File: src/rtl/frame_seq_pkg.sv
// Shared state encoding, default sizing constants and a width helper for the
// acquisition/FFT frame sequencer.
package frame_seq_pkg;

  typedef enum logic [1:0] {
    StIdle    = 2'd0,
    StCapture = 2'd1,
    StStart   = 2'd2,
    StProcess = 2'd3
  } seq_state_e;

  localparam int unsigned DefPresc    = 10000000;
  localparam int unsigned DefFrameLen = 1024;
  localparam int unsigned DefAddrW    = 10;
  localparam int unsigned DefTimeout  = 262144;

  // Bits needed to count 0..n-1, never less than one.
  function automatic int unsigned cnt_width(input int unsigned n);
    return (n > 1) ? $clog2(n) : 1;
  endfunction

endpackage

File: src/rtl/rate_tick_gen.sv
// Free-running prescaler: one-cycle tick every PRESC clocks, independent of
// any downstream state.
module rate_tick_gen
  import frame_seq_pkg::*;
#(
  parameter int unsigned PRESC = DefPresc
) (
  input  logic clk,
  input  logic rst_n,
  output logic tick
);

  localparam int unsigned CntW = cnt_width(PRESC);

  logic [CntW-1:0] cnt_q;

  assign tick = (cnt_q == CntW'(PRESC - 1));

  always_ff @(posedge clk) begin
    if (!rst_n) begin
      cnt_q <= '0;
    end else if (tick) begin
      cnt_q <= '0;
    end else begin
      cnt_q <= cnt_q + CntW'(1);
    end
  end

endmodule

File: src/rtl/frame_sequencer.sv
// Schedules one acquisition frame per tick into the time buffer, kicks the FFT
// and waits for it, counting dropped ticks and aborting a hung FFT.
module frame_sequencer
  import frame_seq_pkg::*;
#(
  parameter int unsigned PRESC     = DefPresc,
  parameter int unsigned FRAME_LEN = DefFrameLen,
  parameter int unsigned ADDR_W    = DefAddrW,
  parameter int unsigned TIMEOUT   = DefTimeout
) (
  input  logic              clk,
  input  logic              rst_n,
  input  logic              sample_valid,
  input  logic              freeze,
  output logic              time_en,
  output logic              time_we,
  output logic [ADDR_W-1:0] time_addr,
  output logic              fft_start,
  input  logic              fft_done,
  output logic [15:0]       frame_count,
  output logic [7:0]        overrun_count,
  output logic              timeout_err,
  output logic [1:0]        state_dbg
);

  localparam int unsigned ToW = cnt_width(TIMEOUT);
  localparam logic [ADDR_W-1:0] LastAddr = ADDR_W'(FRAME_LEN - 1);
  localparam logic [ToW-1:0]    ToLast   = ToW'(TIMEOUT - 1);

  logic tick;

  rate_tick_gen #(
    .PRESC (PRESC)
  ) u_tick_gen (
    .clk   (clk),
    .rst_n (rst_n),
    .tick  (tick)
  );

  seq_state_e        state_q, state_d;
  logic [ADDR_W-1:0] addr_q, addr_d;
  logic [ToW-1:0]    to_q, to_d;
  logic [15:0]       frame_q, frame_d;
  logic [7:0]        ovr_q, ovr_d;
  logic              terr_q, terr_d;

  always_ff @(posedge clk) begin
    if (!rst_n) begin
      state_q <= StIdle;
      addr_q  <= '0;
      to_q    <= '0;
      frame_q <= '0;
      ovr_q   <= '0;
      terr_q  <= 1'b0;
    end else begin
      state_q <= state_d;
      addr_q  <= addr_d;
      to_q    <= to_d;
      frame_q <= frame_d;
      ovr_q   <= ovr_d;
      terr_q  <= terr_d;
    end
  end

  always_comb begin
    state_d   = state_q;
    addr_d    = addr_q;
    to_d      = to_q;
    frame_d   = frame_q;
    ovr_d     = ovr_q;
    terr_d    = terr_q;
    time_en   = 1'b0;
    time_we   = 1'b0;
    fft_start = 1'b0;

    // Only one frame in flight: a tick arriving while busy is dropped and counted.
    if (tick && (state_q != StIdle) && (ovr_q != 8'hff)) begin
      ovr_d = ovr_q + 8'd1;
    end

    case (state_q)
      StIdle: begin
        if (tick && !freeze) begin
          state_d = StCapture;
          addr_d  = '0;
        end
      end
      StCapture: begin
        time_en = 1'b1;
        time_we = sample_valid;
        if (sample_valid) begin
          addr_d = addr_q + ADDR_W'(1);
          if (addr_q == LastAddr) begin
            state_d = StStart;
          end
        end
      end
      StStart: begin
        fft_start = 1'b1;
        to_d      = '0;
        state_d   = StProcess;
      end
      StProcess: begin
        to_d = to_q + ToW'(1);
        if (fft_done) begin
          frame_d = frame_q + 16'd1;
          state_d = StIdle;
        end else if (to_q == ToLast) begin
          terr_d  = 1'b1;
          state_d = StIdle;
        end
      end
      default: state_d = StIdle;
    endcase
  end

  assign time_addr     = addr_q;
  assign frame_count   = frame_q;
  assign overrun_count = ovr_q;
  assign timeout_err   = terr_q;
  assign state_dbg     = state_q;

endmodule

File: config.mk
export PLATFORM = sky130hd
export DESIGN_NAME = frame_sequencer
export DESIGN_NICKNAME = d
export VERILOG_FILES = /design/src/rtl/frame_seq_pkg.sv /design/src/rtl/rate_tick_gen.sv /design/src/rtl/frame_sequencer.sv
export SDC_FILE = /design/constraint.sdc
export NUM_CORES = 1
export LEC_CHECK = 0
export BUFFER_PORTS_ARGS = -buffer_cell sky130_fd_sc_hd__buf_2
export CAP_MARGIN = 20
export CORE_AREA = 2 2 91 115
export DETAILED_ROUTE_END_ITERATION = 7
export DIE_AREA = 0 0 93 117
export PLACE_DENSITY_LB_ADDON = 0.08
export SYNTH_ARGS = -nofsm -noshare
export SYNTH_HDL_FRONTEND = slang
export SYNTH_SLANG_ARGS = --single-unit
File: constraint.sdc
create_clock -name clk -period 2.5 [get_ports clk]
set_input_delay 0.25 -clock clk [delete_from_list [all_inputs] [get_ports clk]]
set_output_delay 0.25 -clock clk [all_outputs]
set_load 0.02 [all_outputs]
## Yosys cells after proc, flatten, opt, wreduce, memory -nomap -nowiden

Index checks and enable logic that the tools add are counted.

| storage, ports and cells | value |
|---|---|
| output and inout bits | 40 |
| register bits after elaboration | 79 |
| word-level logic and storage cells | 51 |

| operators by class | value |
|---|---|
| equal/unequal tests | 11 |
| add/subtract/negate cells | 5 |
| reduce and logical (&&, ||, !) cells | 13 |
| mux-type cells | 13 |
| bitwise gates (word level) | 2 |

Operator list:

| kind | count |
|---|---|
| one-hot mux 18 bit (2 select lines) | 1 |
| adder 24 x 1 -> 24 bit, second input constant | 1 |
| equality test 24 bit, second input constant | 1 |
| 2-to-1 mux 10 bit | 2 |
| one-hot mux 10 bit (2 select lines) | 1 |
| adder 18 x 1 -> 18 bit, second input constant | 1 |
| equality test 18 bit, second input constant | 1 |
| adder 16 x 1 -> 16 bit, second input constant | 1 |
| adder 10 x 1 -> 10 bit, second input constant | 1 |
| equality test 10 bit, second input constant | 1 |
| 2-to-1 mux 2 bit | 5 |
| adder 8 x 1 -> 8 bit, second input constant | 1 |
| inequality test 8 bit, second input constant | 1 |
| one-hot mux 2 bit (4 select lines) | 1 |
| inequality test 2 bit, second input constant | 3 |
| AND reduction 3 bit | 2 |
| nonzero test 2 bit | 3 |
| equality test 2 bit, second input constant | 2 |
| AND reduction 4 bit | 1 |
| logical AND 1 bit | 3 |
| 2-to-1 mux 1 bit | 3 |
| inequality test 3 bit, second input constant | 1 |
| equality test 2 x 1 -> 1 bit, second input constant | 1 |
| zero test 2 bit | 1 |
| 4 further kinds | 5 |

## Logic depth before layout (Yosys ltp)

Gate-level depths: netlist (run 1).

| logic depth | value |
|---|---|
| word-level depth | 4 |
| depth in mapped cells | 8 |
| mapped depth without buffers | 7 |

## Cells and area by module

Synthesis (run 1) repeated with hierarchy kept, for this count alone.

| second synthesis, totals | value |
|---|---|
| cells, all modules | 442 |
| area, all modules | 3,838.7 um2 |

Modules (own cells, without submodules):

| module | cells each | times used | area an instance (um2) |
|---|---|---|---|
| frame_sequencer | 299 | 1 | 2,591.2 |
| rate_tick_gen | 143 | 1 | 1,247.4 |

## Least setup slack after synthesis (run 1)

No wires, ideal clock.

| timing path | value |
|---|---|
| path type | flip-flop to flip-flop |
| start point | reg state_q[1], in the netlist state_dbg[1] |
| end point | reg addr_q[3], in the netlist time_addr[3] |
| clock period less this slack | 2.245 ns |
| arrival | 2.128 ns |
| path slack | 0.255 ns |
| data required time | 2.383 ns |
| path buffers | 1 |
| library setup time | 0.117 ns |
| cell stages (with the launch flop) | 9 |
| path through | dfxtp_1 inv_1 ha_1 nor2b_1 or2_2 o21a_1 buf_1 a22o_1 a22o_1 |

| on the way | value |
|---|---|
| cells in the longest elaborated chain, start to end | 3 |
| elaborated cells between the ends (all ways) | 7 |

Ends and longest elaborated chain:

| what | line | RTL |
|---|---|---|
| from (decl) | frame_sequencer.sv:40 | `seq_state_e state_q, state_d;` |
| from (signal assigned) | frame_sequencer.sv:49 | `state_q <= StIdle;` |
| from (signal assigned) | frame_sequencer.sv:56 | `state_q <= state_d;` |
| equality test 2 x 1 -> 1 bit / zero test 2 bit (equally long branches) | frame_sequencer.sv:81 | `case (state_q)` |
| inequality test 2 bit (no source line) / nonzero test 2 bit (equally long branches) | -- |  |
| AND reduction 3 bit (no source line) | -- |  |
| to (signal assigned) | frame_sequencer.sv:57 | `addr_q <= addr_d;` |
| to (decl) | frame_sequencer.sv:41 | `logic [ADDR_W-1:0] addr_q, addr_d;` |

Several ways; a longest one is shown, not always the timed one.
A chain may end at the register's enable or synchronous reset.

## Worst setup path after layout (run 1)

| timing path | value |
|---|---|
| start point | reg u_tick_gen.cnt_q[19] |
| end point | reg addr_q[1], in the netlist time_addr[1] |

| on the way | value |
|---|---|
| cells in the longest elaborated chain, start to end | 4 |

Ends and longest elaborated chain:

| what | line | RTL |
|---|---|---|
| from (decl) | rate_tick_gen.sv:15 | `logic [CntW-1:0] cnt_q;` |
| from (signal assigned) | rate_tick_gen.sv:25 | `cnt_q <= cnt_q + CntW'(1);` |
| equality test 24 bit | rate_tick_gen.sv:17 | `assign tick = (cnt_q == CntW'(PRESC - 1));` |
| logical AND 1 bit | frame_sequencer.sv:83 | `if (tick && !freeze) begin` |
| inequality test 2 bit (no source line) | -- |  |
| AND reduction 3 bit (no source line) | -- |  |

Every way passes these cells.

==> impl_metrics.yaml, run 1 <==
status:
  status: "completed"
die:
  floorplan.core_area_mm2: 0.00985
  num_rows: 41
  die-area_mm2: 0.0109
  initial_util_pct: 39.1
  die_height_um: 117
  io-pin-count: 45
  die_w_um: 93
timing:
  clock.fmax_mhz: 434
  worst_clock_skew_ps: 6.23
  final-max-slew-violation-count: 0
  setup_viol: 0
  post_route_setup_tns_ps: 0
  period_minus_slack_ps: 2300
  timing_worst_slew_pin_value_ps: 522
  period_share_pct: 92.1
  timing.slew.headroom_pct: 64.9
  timing.final.hold_violations: 0
  grt_setup_unrepaired: "false"
  fin_worst_hold_slack_ps: 279
synthesis:
  synth-async-reset-ratio_pct: 0
  netlist.top_cell.by_area: "sky130_fd_sc_hd__dfxtp_1"
  ys_seq_elements: 79
  synth_top_cells_by_area: "sky130_fd_sc_hd__dfxtp_1, sky130_fd_sc_hd__nor2_1, sky130_fd_sc_hd__xnor2_1, sky130_fd_sc_hd__nand2_1, sky130_fd_sc_hd__nand3_1"
  number_of_enable_type_register_cells_in_the_synthesized_netlist: 0
  syn-mean-instance-area_um2: 8.55
  synth-warning-count: 0
  synthesis.nets: 465
  synth_top_flop_cell: "sky130_fd_sc_hd__dfxtp_1"
  synthesis.instances: 451
  mappedNetlistArea_mm2: 0.00385
  synth_seq_area_share_pct: 41.0
  yosysTopAreaCellShare_pct: 41.0
  synthDistinctLibCells: 53
setup_path:
  crit_slowest_cell: "sky130_fd_sc_hd__or4b_1"
  critical_path.endpoint_type: "flop"
  cpLargestDelayFamily: "simple AND/OR/NAND/NOR gates"
  crit_path_start_kind: "flop"
  rr_startpoint: "u_tick_gen.cnt_q[19]"
  crit_required_ps: 2780
  critical_path.cell_chain: "or4b_1 -> or4_4 -> o31ai_4 -> buf_4 -> and2_1 -> a32o_1"
  worst_r2r_path_depth: 6
  crit_fanout: 7
  critPathArrivalTime_ps: 2580
  critical-path-max-stage-delay_ps: 490
  worstReg2RegEnd: "time_addr[1]"
  critical_path.n_buffers_inverters: 1
  worst-setup-path-type: "flop to flop"
  worst-r2r-setup-slack_ps: 200
worst_hold_path:
  hold_path_depth: 4
  worstHoldEndpoint: "timeout_err"
  hp-start: "fft_done"
  worstHoldPathType: "primary input to flop"
drt:
  firstDrtPassIters: 4
  drt_drc_violations_left: 0
  antenna_left: 0
  dr.first_iter.drc_count: 96
  wl_per_cell_um: 13.6
  dr_total_vias: 3306
  totalWireLength_mm: 8.68
  avgViaCountPerCell: 5.20
pwr:
  power_switching_w: 0.000530
  switching_share_of_power_pct: 20.4
  pint_w: 0.00207
  p_comb_share_pct: 1.7
  power.leakage_nw: 1.73
  seq_power_share_pct: 48.7
  irDropWorstVdd_mv: 0.419
  power_density_mw_per_mm2: 573
  power.share.clock_pct: 49.6
placement:
  postPlaceCellArea_mm2: 0.00425
  portBuffers: 44
  place.gp.congestion: 0.767
  detailedPlacementHpwl_mm: 6.23
  dpl.cell_count: 620
clock_network:
  cts_tree: "done"
  post_cts_buffers: 0
  cts-root-buf: "sky130_fd_sc_hd__clkbuf_16"
  cts.htree.levels: 3
  number_of_clock_buffers_inserted_by_tritoncts: 9
  cts-resized-gates: 0
  max-clock-path-buffers: 2
  hold_buffers: 0
  cts_num_sinks: 79
  clkLatencyLatePin_ps: 330
  clk_pin_slew_worst_paths_ps: 60
cells_and_area:
  post_route_cells_drive_above_1_share_pct: 17.9
  instances_no_fill: 636
  leading_cell_types_in_the_layout_fill_and_taps_excluded: "sky130_fd_sc_hd__dfxtp_1, sky130_fd_sc_hd__nor2_1, sky130_fd_sc_hd__buf_2, sky130_fd_sc_hd__nand2_1, sky130_fd_sc_hd__nand3_1"
  num-fill-cells: 1003
  design.final.nets: 516
  final_design_area_no_fill_mm2: 0.00455
  finish.utilization_pct: 46.2
  layout_commonest_cell: "sky130_fd_sc_hd__dfxtp_1"
  syn2layout_area_growth_pct: 17.9
  antenna_cells_inserted: 0
grt:
  track_usage_pct: 16.7
  grt_max_degree: 39
  number_of_global_route_vias_before_repair: 3162
  first_pass_grt_wire_length_mm: 14.5
  antenna_found_initial: 0
  overflow_left_after_global_routing: 0
run:
  max_cap_violations: 0
## power by group through the flow
stage	Sequential (W)	Combinational, W	Clock, W
2_1_floorplan	0.00129	0.0000292	0
3_3_place_gp	0.00129	0.0000451	0
3_5_place_dp	0.00129	0.0000461	0
4_1_cts	0.00127	0.0000460	0.00134
5_1_grt	0.00127	0.0000502	0.00138
6_report	0.00127	0.0000443	0.00129
## flip-flops by register name (all words and copies together), names as in the netlist
| register | count |
|---|---|
| frame_count | 16 |
| overrun_count | 8 |
| state_dbg | 2 |
| time_addr | 10 |
| timeout_err | 1 |
| to_q | 18 |
| u_tick_gen.cnt_q | 24 |
## cells in the mapped netlist, types with 2 or more instances
library cell and n:
sky130_fd_sc_hd__a31o_2 3, sky130_fd_sc_hd__inv_1 14, sky130_fd_sc_hd__nand3b_1 4, sky130_fd_sc_hd__nor3_1 11, sky130_fd_sc_hd__nor4_1 7, sky130_fd_sc_hd__o21a_1 2, sky130_fd_sc_hd__nand4_1 15, sky130_fd_sc_hd__or3_1 11
sky130_fd_sc_hd__and2_1 3, sky130_fd_sc_hd__or2_2 5, sky130_fd_sc_hd__a31oi_1 4, sky130_fd_sc_hd__o21ai_0 6, sky130_fd_sc_hd__nor4b_1 3, sky130_fd_sc_hd__and3_1 12, sky130_fd_sc_hd__a21bo_2 2, sky130_fd_sc_hd__nor3b_1 4
sky130_fd_sc_hd__and4_1 6, sky130_fd_sc_hd__buf_1 3, sky130_fd_sc_hd__xnor2_1 23, sky130_fd_sc_hd__nand2_1 41, sky130_fd_sc_hd__o211ai_1 3, sky130_fd_sc_hd__nor2_1 61, sky130_fd_sc_hd__clkbuf_1 10, sky130_fd_sc_hd__a21oi_1 24
sky130_fd_sc_hd__nand3_1 29, sky130_fd_sc_hd__nand2b_1 3, sky130_fd_sc_hd__nor2b_1 2, sky130_fd_sc_hd__a22o_1 5, sky130_fd_sc_hd__mux2i_1 8, sky130_fd_sc_hd__ha_1 9, sky130_fd_sc_hd__dfxtp_1 79, sky130_fd_sc_hd__and4_2 2
sky130_fd_sc_hd__mux2_2 2, sky130_fd_sc_hd__xor2_1 14, sky130_fd_sc_hd__o2bb2ai_1 3
## stage by stage
| stage | setup WS (ps) | total power (W) |
|---|---|---|
| floorplan | 255 | 0.00132 |
| global placement | 256 | 0.00134 |
| detailed placement | 201 | 0.00134 |
| CTS | 182 | 0.00265 |
| global route | 70.5 | 0.00270 |
| finish | 198 | 0.00260 |
## final cells by class
cell class                      count  area, µm²  share of cell area (%)
Clock buffer                       12        246                    5.42
Sequential cell                    79       1580                    34.8
Tap cell                          129        161                    3.55
Inverter                           14       52.6                    1.16
Multi-Input combinational cell    343       2160                    47.4
Timing Repair Buffer               55        303                    6.66
Clock inverter                      4       45.0                   0.991
## worst max path at each step
| stage | slack (ps) | cells after the start | startpoint | endpoint |
|---|---|---|---|---|
| 6_report | 200 | 6 | u_tick_gen.cnt_q[19] | time_addr[1] |
| 3_5_place_dp | 200 | 6 | u_tick_gen.cnt_q[19] | time_addr[7] |
| 4_1_cts | 180 | 6 | u_tick_gen.cnt_q[19] | time_addr[1] |
| 2_1_floorplan | 260 | 8 | state_dbg[1] | time_addr[3] |
| 5_1_grt | 70 | 6 | u_tick_gen.cnt_q[19] | time_addr[9] |
| 3_3_place_gp | 260 | 6 | u_tick_gen.cnt_q[19] | time_addr[5] |
## layer usage
| layer | vias up | GRT usage, % | wire, µm |
|---|---|---|---|
| li1 | 1697 | - | - |
| met1 | 1549 | 19.3 | 3870 |
| met2 | 46 | 29.2 | 4350 |
| met3 | 14 | 2.82 | 236 |
| met4 | 0 | 9.80 | 220 |
| met5 | - | 0 | 0 |
## logic make-up after synthesis
family | after synthesis | share of synthesized area (%)
fa+ha+maj | 9 | 2.92
compound gates | 58 | 10.3
buf+inv | 29 | 3.05
flops | 79 | 41.0
mux | 10 | 2.66
simple gates | 229 | 31.7
xor+xnor | 37 | 8.41
## tightest hold or removal path, stage by stage
cell and delay, ps:
sky130_fd_sc_hd__buf_2 120, sky130_fd_sc_hd__nor2_1 40, sky130_fd_sc_hd__a21oi_1 110, sky130_fd_sc_hd__nor2_1 40
(Power assumes the default switching activity.)
==> run 2, diff against run 1 <==
--- a/config.mk
+++ b/config.mk
@@ -5,11 +5,12 @@
 export SDC_FILE = /design/constraint.sdc
 export NUM_CORES = 1
 export LEC_CHECK = 0
+export ABC_AREA = 1
 export BUFFER_PORTS_ARGS = -buffer_cell sky130_fd_sc_hd__buf_2
 export CAP_MARGIN = 20
-export CORE_AREA = 2 2 91 115
+export CORE_AREA = 2 2 95 120
 export DETAILED_ROUTE_END_ITERATION = 7
-export DIE_AREA = 0 0 93 117
+export DIE_AREA = 0 0 97 122
 export PLACE_DENSITY_LB_ADDON = 0.08
 export SYNTH_ARGS = -nofsm -noshare
 export SYNTH_HDL_FRONTEND = slang
==> run 2 against run 1 <==
  * Maximum frequency rose by 16%
  * Non-clock buffer count down 7
  * Critical path depth increased by 4
  * Combinational power grew to 13 times the previous value
  * Core utilization fell by 1.7 points
  * Via count rose by 22%
  * Critical path type unchanged
  * Critical endpoint is now frame_count[15]
==> impl_metrics.yaml, run 2 <==
status:
  status: "completed"
timing:
  worst_clock_skew_ps: 4.19
  period_share_pct: 79.5
  final-max-slew-violation-count: 0
  timing.final.hold_violations: 0
  post_route_setup_tns_ps: 0
  timing.slew.headroom_pct: 53.1
  grt_setup_unrepaired: "false"
  period_minus_slack_ps: 1990
  setup_slack_ps: 512
  clock.fmax_mhz: 503
  setup_viol: 0
  timing_worst_slew_pin_value_ps: 700
grt:
  antenna_found_initial: 0
  grt_max_degree: 32
  overflow_left_after_global_routing: 0
  number_of_global_route_vias_before_repair: 3846
  track_usage_pct: 18.0
  first_pass_grt_wire_length_mm: 17.5
synthesis:
  synthesis.instances: 617
  synth_top_flop_cell: "sky130_fd_sc_hd__dfxtp_1"
  yosysTopAreaCellShare_pct: 38.0
  yosys-top-cells-count: "sky130_fd_sc_hd__nand2_1, sky130_fd_sc_hd__nor2_1, sky130_fd_sc_hd__dfxtp_1, sky130_fd_sc_hd__inv_1, sky130_fd_sc_hd__a21oi_1"
  synth-async-reset-ratio_pct: 0
  number_of_enable_type_register_cells_in_the_synthesized_netlist: 0
  synth_most_common_cell: "sky130_fd_sc_hd__nand2_1"
  synthDistinctLibCells: 41
  synth-warning-count: 0
  synth_top_cells_by_area: "sky130_fd_sc_hd__dfxtp_1, sky130_fd_sc_hd__nand2_1, sky130_fd_sc_hd__nor2_1, sky130_fd_sc_hd__inv_1, sky130_fd_sc_hd__a21oi_1"
  netlist.top_cell.by_area: "sky130_fd_sc_hd__dfxtp_1"
  syn-mean-instance-area_um2: 6.75
  synthesis.nets: 631
  synth_seq_area_share_pct: 38.0
  mappedNetlistArea_mm2: 0.00417
  ys_seq_elements: 79
setup_path:
  critical_path.n_buffers_inverters: 0
  crit_path_start_kind: "flop"
  critical_path.cell_chain: "ha_1 -> nand2_2 -> nor2_1 -> nand2_1 -> nor2_2 -> nand3_1 -> nor2_1 -> nand2_1 -> o21ai_0 -> a21oi_1"
  critical-path-max-stage-delay_ps: 410
  crit_fanout: 4
  cpLargestDelayFamily: "simple AND/OR/NAND/NOR gates"
  crit_slowest_cell: "sky130_fd_sc_hd__dfxtp_1"
  critPathArrivalTime_ps: 2210
  crit_required_ps: 2720
  worst-setup-path-type: "flop to flop"
  critical_path.endpoint_type: "flop"
cells_and_area:
  instances_no_fill: 804
  final_design_area_no_fill_mm2: 0.00481
  post_route_cells_drive_above_1_share_pct: 12.1
  largest-register: "u_tick_gen.cnt_q"
  syn2layout_area_growth_pct: 15.4
  number_of_flip_flops_in_the_largest_register: 24
  layout_commonest_cell: "sky130_fd_sc_hd__nand2_1"
  num-fill-cells: 1137
  finish.utilization_pct: 44.5
  leading_cell_types_in_the_layout_fill_and_taps_excluded: "sky130_fd_sc_hd__nand2_1, sky130_fd_sc_hd__nor2_1, sky130_fd_sc_hd__dfxtp_1, sky130_fd_sc_hd__inv_1, sky130_fd_sc_hd__a21oi_1"
  antenna_cells_inserted: 0
  design.final.nets: 679
clock_network:
  cts-root-buf: "sky130_fd_sc_hd__clkbuf_16"
  post_cts_buffers: 0
  number_of_clock_buffers_inserted_by_tritoncts: 9
  cts.htree.levels: 3
  hold_buffers: 0
  cts-resized-gates: 0
  cts_num_sinks: 79
  clk_pin_slew_worst_paths_ps: 60
  max-clock-path-buffers: 2
  clkLatencyLatePin_ps: 330
  cts_tree: "done"
die:
  die_w_um: 97
  die_height_um: 122
  num_rows: 43
  floorplan.core_area_mm2: 0.0108
  initial_util_pct: 38.5
  io-pin-count: 45
  die-area_mm2: 0.0118
placement:
  dpl.cell_count: 789
  portBuffers: 44
  place.gp.congestion: 0.820
  detailedPlacementHpwl_mm: 7.80
  pre_cts_worst_setup_slack_ps: 530
  postPlaceCellArea_mm2: 0.00451
drt:
  drt_drc_violations_left: 0
  dr_total_vias: 4039
  firstDrtPassIters: 4
  avgViaCountPerCell: 5.02
  dr.first_iter.drc_count: 178
  wl_per_cell_um: 12.9
  antenna_left: 0
  totalWireLength_mm: 10.4
pwr:
  irDropWorstVdd_mv: 0.295
  seq_power_share_pct: 40.8
  switching_share_of_power_pct: 29.9
  power_density_mw_per_mm2: 668
  pint_w: 0.00225
  power.share.clock_pct: 41.2
  power.leakage_nw: 1.85
  power_switching_w: 0.000962
  p_comb_share_pct: 17.9
worst_hold_path:
  worstHoldPathType: "primary input to flop"
run:
  max_cap_violations: 0
## run 2: through the flow
step / total power, W / hold slack, ps
after floorplan: 0.00182 / 430
after global placement: 0.00191 / 443
after detailed placement: 0.00192 / 458
after CTS: 0.00326 / 267
after global routing: 0.00337 / 330
final: 0.00321 / 282
## run 2: worst register-to-register path, stage by stage (launching register included)
cell and delay (ps):
sky130_fd_sc_hd__dfxtp_1 410, sky130_fd_sc_hd__ha_1 250, sky130_fd_sc_hd__nand2_2 100, sky130_fd_sc_hd__nor2_1 140, sky130_fd_sc_hd__nand2_1 120, sky130_fd_sc_hd__nor2_2 160, sky130_fd_sc_hd__nand3_1 160, sky130_fd_sc_hd__nor2_1 230
sky130_fd_sc_hd__nand2_1 100, sky130_fd_sc_hd__o21ai_0 160, sky130_fd_sc_hd__a21oi_1 60
## run 2: power groups by stage
stage               Sequential, W  Combinational (W)  Clock (W)
floorplan                 0.00135           0.000464          0
global placement          0.00134           0.000577          0
detailed placement        0.00134           0.000582          0
CTS                       0.00131           0.000585    0.00137
global route              0.00132           0.000653    0.00140
finish                    0.00131           0.000577    0.00132
## run 2: cell families after synthesis
kind of cell,synth area share [%]
AO/OA/AOI/OAI,12.3
XOR/XNOR,1.47
adder cells (fa/ha/maj),2.70
buffers and inverters,8.86
flip-flops,38.0
AND/OR/NAND/NOR,36.7
## run 2: metal layers
layer  up-vias  global-route usage, %  routed length (µm)
met4         0                   6.60                 204
met5         -                      0                   0
met2        49                   31.7                5060
li1       2121                      -                   -
met3        17                   3.61                 312
met1      1852                   21.7                4830
## run 2: worst paths after layout
| kind | start | endpoint | slack (ps) | depth (start not counted) |
|---|---|---|---|---|
| max | state_dbg[0] | frame_count[15] | 510 | 10 |
| min | fft_done | timeout_err | 280 | 4 |
| max reg2reg | state_dbg[0] | frame_count[15] | 510 | 10 |
| min reg2reg | to_q[12] | to_q[12] | 460 | 2 |
## run 2: layout make-up
cell class              instances  area (µm²)  share of cell area, %
clock buffers                  11         253                   5.26
well taps                     135         169                   3.51
repair buffers                 48         250                   5.21
clock inverters                 4        45.0                  0.937
multi-input cells             449        2220                   46.1
flip-flops and latches         79        1580                   32.9
inverters                      78         293                   6.09
